`src/rtl/ifetch.sv`:
```
// Instruction fetch: one outstanding imem request feeding the IF/ID register. Zero-wait capable.
// Stall parks one fetched word in a holding buffer; a redirect discards in-flight data and flushes IF/ID.
module ifetch #(
  parameter int unsigned       INSWIDTH = 32,
  parameter int unsigned       AWIDTH   = 32,
  parameter logic [AWIDTH-1:0] RESETPC  = '0
) (
  input  logic                clk,
  input  logic                rst_n,
  input  logic                stall,
  input  logic                redirect,
  input  logic [AWIDTH-1:0]   target,
  output logic                imemreq,
  output logic [AWIDTH-1:0]   imemaddr,
  input  logic                imemack,
  input  logic [INSWIDTH-1:0] imemdata,
  output logic [INSWIDTH-1:0] insout,
  output logic [AWIDTH-1:0]   pcnextout,
  output logic                wr,
  output logic                flush,
  output logic [AWIDTH-1:0]   pc
);

  typedef enum logic [1:0] {IDLE, FETCH, HOLD, DRAIN} state_t;

  typedef struct packed {
    logic [INSWIDTH-1:0] ins;
    logic [AWIDTH-1:0]   pcn;
  } hold_t;

  localparam logic [AWIDTH-1:0] INC = AWIDTH'(4);

  state_t              state_q, state_d;
  logic [AWIDTH-1:0]   pc_q, pc_d;
  logic [AWIDTH-1:0]   reqaddr_q, reqaddr_d;
  hold_t               buf_q, buf_d;
  logic [AWIDTH-1:0]   req_inc;
  logic                ack;

  assign imemaddr = reqaddr_q;
  assign pc       = pc_q;

  always_comb begin
    state_d   = state_q;
    pc_d      = pc_q;
    reqaddr_d = reqaddr_q;
    buf_d     = buf_q;
    wr        = 1'b0;
    flush     = 1'b0;
    insout    = buf_q.ins;
    pcnextout = buf_q.pcn;
    req_inc   = reqaddr_q + INC;
    imemreq   = (state_q == FETCH) || (state_q == DRAIN);
    ack       = imemreq && imemack;

    // Redirect wins everywhere; flush is held low while reset is asserted.
    if (redirect) begin
      flush = rst_n;
      pc_d  = target;
    end

    case (state_q)
      IDLE: begin
        state_d   = FETCH;
        reqaddr_d = pc_d;
      end
      FETCH: begin
        pcnextout = req_inc;
        if (ack) begin
          insout = imemdata;
        end
        if (redirect) begin
          if (ack) begin
            reqaddr_d = target;
          end else begin
            state_d = DRAIN;
          end
        end else if (ack) begin
          pc_d = req_inc;
          if (stall) begin
            buf_d   = '{ins: imemdata, pcn: req_inc};
            state_d = HOLD;
          end else begin
            wr        = 1'b1;
            reqaddr_d = req_inc;
          end
        end
      end
      HOLD: begin
        if (redirect) begin
          reqaddr_d = target;
          state_d   = FETCH;
        end else if (!stall) begin
          wr        = 1'b1;
          reqaddr_d = pc_q;
          state_d   = FETCH;
        end
      end
      DRAIN: begin
        // The stale response only retires the old request; fetch resumes at the latest pc.
        if (ack) begin
          reqaddr_d = pc_d;
          state_d   = FETCH;
        end
      end
      default: begin
        state_d = IDLE;
      end
    endcase
  end

  always_ff @(posedge clk or negedge rst_n) begin
    if (!rst_n) begin
      state_q   <= IDLE;
      pc_q      <= RESETPC;
      reqaddr_q <= RESETPC;
      buf_q     <= '0;
    end else begin
      state_q   <= state_d;
      pc_q      <= pc_d;
      reqaddr_q <= reqaddr_d;
      buf_q     <= buf_d;
    end
  end

endmodule

```
`config.mk`:
```
export PLATFORM = sky130hd
export DESIGN_NAME = ifetch
export DESIGN_NICKNAME = d
export VERILOG_FILES = /design/src/rtl/ifetch.sv
export SDC_FILE = /design/constraint.sdc
export NUM_CORES = 1
export LEC_CHECK = 0
export CELL_PAD_IN_SITES_DETAIL_PLACEMENT = 0
export CELL_PAD_IN_SITES_GLOBAL_PLACEMENT = 2
export CORE_ASPECT_RATIO = 1.5
export CORE_MARGIN = 3
export CORE_UTILIZATION = 34
export CTS_CLUSTER_DIAMETER = 150
export DETAILED_ROUTE_END_ITERATION = 16
export DONT_BUFFER_PORTS = 1
export PLACE_DENSITY = 0.77
export SLEW_MARGIN = 20
export SYNTH_ARGS = -nofsm -noshare
export SYNTH_HDL_FRONTEND = slang
export SYNTH_SLANG_ARGS = --single-unit
export TNS_END_PERCENT = 1
```
`constraint.sdc`:
```
create_clock -name clk -period 2 [get_ports clk]
set_input_delay 0.1 -clock clk [delete_from_list [all_inputs] [get_ports clk]]
set_output_delay 0.1 -clock clk [all_outputs]
set_load 0.005 [all_outputs]
```
* After elaboration in Yosys (flattened, before gate mapping)
Cells that the tools add are included.
** Word-level totals
- Register bits :: 130
- Input port bits :: 69
** Operators by class
- Add/subtract/negate cells :: 1
- Equality and inequality tests :: 10
- Muxes and demuxes :: 29
- Bitwise operators :: 1
- Reductions and logical operators :: 6
** Operators by type and width (count)
- 2-to-1 mux 32 bit :: 14
- one-hot mux 32 bit (4 select lines) :: 1
- adder 32 x 3 -> 32 bit (second input constant) :: 1
- != test 3 bit (second input constant) :: 5
- 2-to-1 mux 2 bit :: 7
- one-hot mux 2 bit (4 select lines) :: 1
- AND reduction 4 bit :: 2
- 2-to-1 mux 1 bit :: 5
- AND reduction 5 bit :: 1
- equality test 2 bit (second input constant) :: 2
- != test 2 bit (second input constant) :: 2
- equality test 2 x 1 -> 1 bit (second input constant) :: 1
- zero test 2 bit :: 1
- one-hot mux 1 bit (2 select lines) :: 1
- logical AND 1 bit :: 1
- logical OR 1 bit :: 1
- NOT 1 bit :: 1

* Depth between registers and ports, before layout
- Depth after elaboration :: 6
- Gate-level depth with buffers :: 10

* Worst setup path before layout
Ideal clock, no wire load.
- Path type :: flip-flop to flip-flop
- Start point :: reg state_q[0]
- End point :: reg buf_q[35] (netlist name)
- Library setup time :: 125 ps
- Arrival :: 2016 ps
- Data required time :: 1875 ps
- Slack :: -140 ps
- Stages on the path, launching flop included :: 9
- Clock period less this slack :: 2140 ps
- Path through :: dfrtp_1 ha_1 clkbuf_1 and2_1 clkbuf_1 nand2_1 buf_2 buf_1 mux2_2
** On the way
- Word-level cells in the longest chain between the ends :: 4
- Elaborated cells between the ends (all ways) :: 5
- Those cells by class :: eq/ne: 2; reduce/logical: 3
** Ends and longest elaborated chain
- start: declaration :: line 33 : state_t state_q, state_d;
- start signal: assignment :: line 119 : state_q <= state_d;
- equality test 2 x 1 -> 1 bit / equality test 2 bit (equally long branches) :: line 53, 62
- logical OR 1 bit :: line 53 : imemreq = (state_q == FETCH) || (state_q == DRAIN);
- logical AND 1 bit :: line 54 : ack = imemreq && imemack;
- AND reduction 4 bit (no line) *
- end signal: assignment :: line 122 : buf_q <= buf_d;
- end: declaration :: line 36 : hold_t buf_q, buf_d;
Every way passes the cells marked *; elsewhere a longest branch is shown, timed or not.
A chain may end at the register's enable or synchronous reset.

* Final worst setup path
- Start point :: reg reqaddr_q[10] (netlist: imemaddr[10])
- End point :: out pcnextout[27]
** On the way
- Word-level cells in the longest chain between the ends :: 2
** Ends and longest elaborated chain
- start: declaration :: line 35 : logic [AWIDTH-1:0] reqaddr_q, reqaddr_d;
- start signal: assignment :: line 121 : reqaddr_q <= reqaddr_d;
- adder 32 x 3 -> 32 bit :: line 52 : req_inc = reqaddr_q + INC;
- 2-to-1 mux 32 bit :: line 62 : case (state_q)
- end: declaration :: line 18 : output logic [AWIDTH-1:0] pcnextout,
No other way between the ends.

==> reports/results.ini <==
[outcome]
outcome=finished with violations
violations=negative hold slack, negative setup slack

[setup_path]
cp_top_family=simple AND/OR/NAND/NOR gates
endpoint_kind=output port
crit_slowest_cell=or4_4
reg2reg_depth=7
critPathKind=register to output port
worstPathCellList=nand4_4 > or4_4 > buf_6 > nor3_2 > xnor2_1 > a21oi_1 > buf_4
path_max_fanout=6
required_ps=1900
start_kind=register
worstPathArrival_ps=2270
reg2reg_slack_ps=80
rr_startpoint=imemaddr[10]$_DFFE_PN0P_
worst-path-buf-inv=2
slowest_delay_ps=520
r2r_end=pc[23]$_DFF_PN0_

[placement]
dp.cells=1100
gp_congestion=0.815
dp_hpwl_mm=16.8
pre_cts_ws_ps=-135
io_buffers=0

[global_route]
grt_start_max_net_pins=132
overflow=0
grt_pass1_vias=6793
antenna_found_initial=1
grt_pass1_wl_mm=37.9
grtUsageTotal=0.209

[timing]
final.period_utilization=1.18
postLayoutSetupSlackWorst_ps=-367
fin_worst_skew_ps=10.6
layout_min_cycle_time_ps=2370
setup_violations=20
holdWs_ps=-630
grt_setup_unrepaired=yes
hold_violations=130
slew_headroom=0.718
maxSlewViolCount=0
max_freq_ghz=0.422
worst_slew_pin_slew_ps=422

[route]
drtIter0Drc=477
routedWlPerCell_um=20.0
drt-pass1-iter-count=5
via_per_inst=5.50
drc=0
antenna_left=0
drt_wl_total_mm=24.1
vias=6611

[clock_tree]
tritoncts=yes
clock_sinks=130
cts-hold-fix-buffers=69
path_clk_slew_ps=60
root_buffer=clkbuf_16
cts_made_buffers=17
insertion_delay_ps=420
cts_buffer_depth=2
h-tree-depth=4

[yosys]
synth_top_cell_area_share=0.452
synth_compound_area_frac=0.195
avgSynthCellArea_um2=8.88
synth_adder_area_share=0.00696
synth_top_family_by_area=simple AND/OR/NAND/NOR gates
synth_common_cells=nand2_1, dfrtp_1, o21ai_0, nor2_1, a21oi_1
synthArstFlopShare=1.00
synth_simple_gate_area_frac=0.195
ys_seq_elements=130
synth_edf_count=0
syn-num-nets=883
ys_types=59
yosys-mux-area-fraction=0.0725
postSynthCellCount=810
ys_top_cells_by_area=dfrtp_1, nand2_1, mux2_2
synth_most_common_cell=nand2_1
synth-seq-area-share=0.452
yosysWarnings=0
synth_top_area_cell=dfrtp_1
synth_ff_type=dfrtp_1
synthesis.area_mm2=0.00719
synthXorXnorAreaFrac=0.0341

[floorplanning]
fp.dieW_um=125
die-area_mm2=0.0230
io_pins=200
die_h_um=184
start_util=0.349
core_mm2=0.0206
rows=64

[power]
power_leakage_nw=4.25
powerDensity_mw_per_mm2=1550
peakVddDrop_mv=0.605

[final_layout]
drive_above_1_share=0.232
final-instance-count-excl-fill=1203
area_growth_pct=33.7
finish.net_count=998

[run]
maxCapViolCount=0

[hold_path]
hp-class=input pin to asynchronous set/reset pin

==> worst max-delay path by stage <==
| stage | depth (start not counted) | to | slack [ps] | startpoint |
|---|---|---|---|---|
| floorplan | 7 | imemaddr[30]$_DFFE_PN0P_ | -120 | imemaddr[2]$_DFFE_PN0P_ |
| global placement | 8 | pcnextout[24] | -110 | imemaddr[2]$_DFFE_PN0P_ |
| detailed placement | 8 | pcnextout[24] | -130 | imemaddr[2]$_DFFE_PN0P_ |
| CTS | 8 | pcnextout[23] | -420 | imemaddr[2]$_DFFE_PN0P_ |
| global route | 8 | pcnextout[23] | -490 | imemaddr[2]$_DFFE_PN0P_ |
| finish | 7 | pcnextout[27] | -370 | imemaddr[10]$_DFFE_PN0P_ |
==> cell families after synthesis <==
group           after synthesis
mux                          47
xor+xnor                     28
fa+ha+maj                     4
flops                       130
buf+inv                      76
compound gates              225
simple gates                300
==> power by group <==
group / leakage, nW / total (mW) / internal, mW / switching (mW)
logic: 2.38 / 7.00 / 3.05 / 3.95
registers: 1.58 / 4.73 / 3.79 / 0.943
clock network: 0.282 / 3.22 / 1.97 / 1.25
==> cell type report <==
class / count / area, um^2
fillers: 1917 / 11000
multi-input cells: 604 / 3870
flip-flops and latches: 130 / 3250
repair buffers: 163 / 1520
clock buffers: 17 / 425
well taps: 264 / 330
clock inverters: 15 / 181
inverters: 9 / 33.8
diodes: 1 / 2.50
==> layer usage <==
metal / track usage / up-vias / routed length [um]
li1: - / 3107 / -
met1: 0.229 / 3233 / 9010
met2: 0.378 / 239 / 12700
met3: 0.0647 / 32 / 1700
met4: 0.0821 / 0 / 670
met5: 0 / - / 0
==> placed cells by master, fill, tap and decap left out, types with 3 or more instances in the layout <==
master / count
dfrtp_1: 130
a21oi_2: 8
and4_1: 3
xnor2_2: 10
clkbuf_16: 17
a22oi_1: 22
and3_1: 9
o21a_1: 4
a222oi_1: 6
o21ai_0: 72
xor2_1: 4
nor2_2: 4
a22o_1: 13
nand3_1: 16
dlygate4sd3_1: 68
inv_1: 9
nand2_1: 160
o211ai_1: 4
mux2i_1: 6
xnor2_1: 12
bufinv_16: 3
buf_4: 84
inv_6: 3
nor2b_1: 3
nor4_4: 5
o22ai_1: 6
or4_1: 3
clkinvlp_4: 5
o21ai_1: 5
a31oi_1: 5
o31a_1: 3
nand4_1: 10
ha_1: 3
a21oi_1: 50
buf_12: 7
nor2_1: 57
nor3_1: 7
o2bb2ai_1: 8
mux2_2: 41
==> worst register-to-register path, delay by kind of cell, from the launching register on <==
kind	cells	cell delay, ps
AOI/OAI and AO/OA	1	70
xor gates and xnor gates	1	190
buffers and inverters	2	330
DFF	1	410
and+or+nand+nor	3	820
==> registers in the layout (all words and copies together) (netlist names) <==
register  flops
buf_q        64
imemaddr     32
pc           32
state_q       2
==> what timing repair did <==
| item | CTS | global route |
|---|---|---|
| pin swaps | 11 | 4 |
| gates resized for setup | 34 | 16 |
| endpoints found under the setup margin | 61 | 51 |
| setup buffers | 0 | 1 |
| endpoints found under the hold margin | 217 | 130 |
==> metrics by stage <==
stage                     utilization  setup TNS, ps  power, mW  instance area [um^2]
after floorplan                     -           -306       8.70                  7190
after global placement          0.390           -127       11.2                  8040
after detailed placement        0.390           -232       11.4                  8040
after CTS                       0.463          -5310       15.0                  9520
after global routing            0.467          -7860       16.1                  9620
final                           0.467          -4380       15.0                  9620
(Power assumes the default switching activity.)
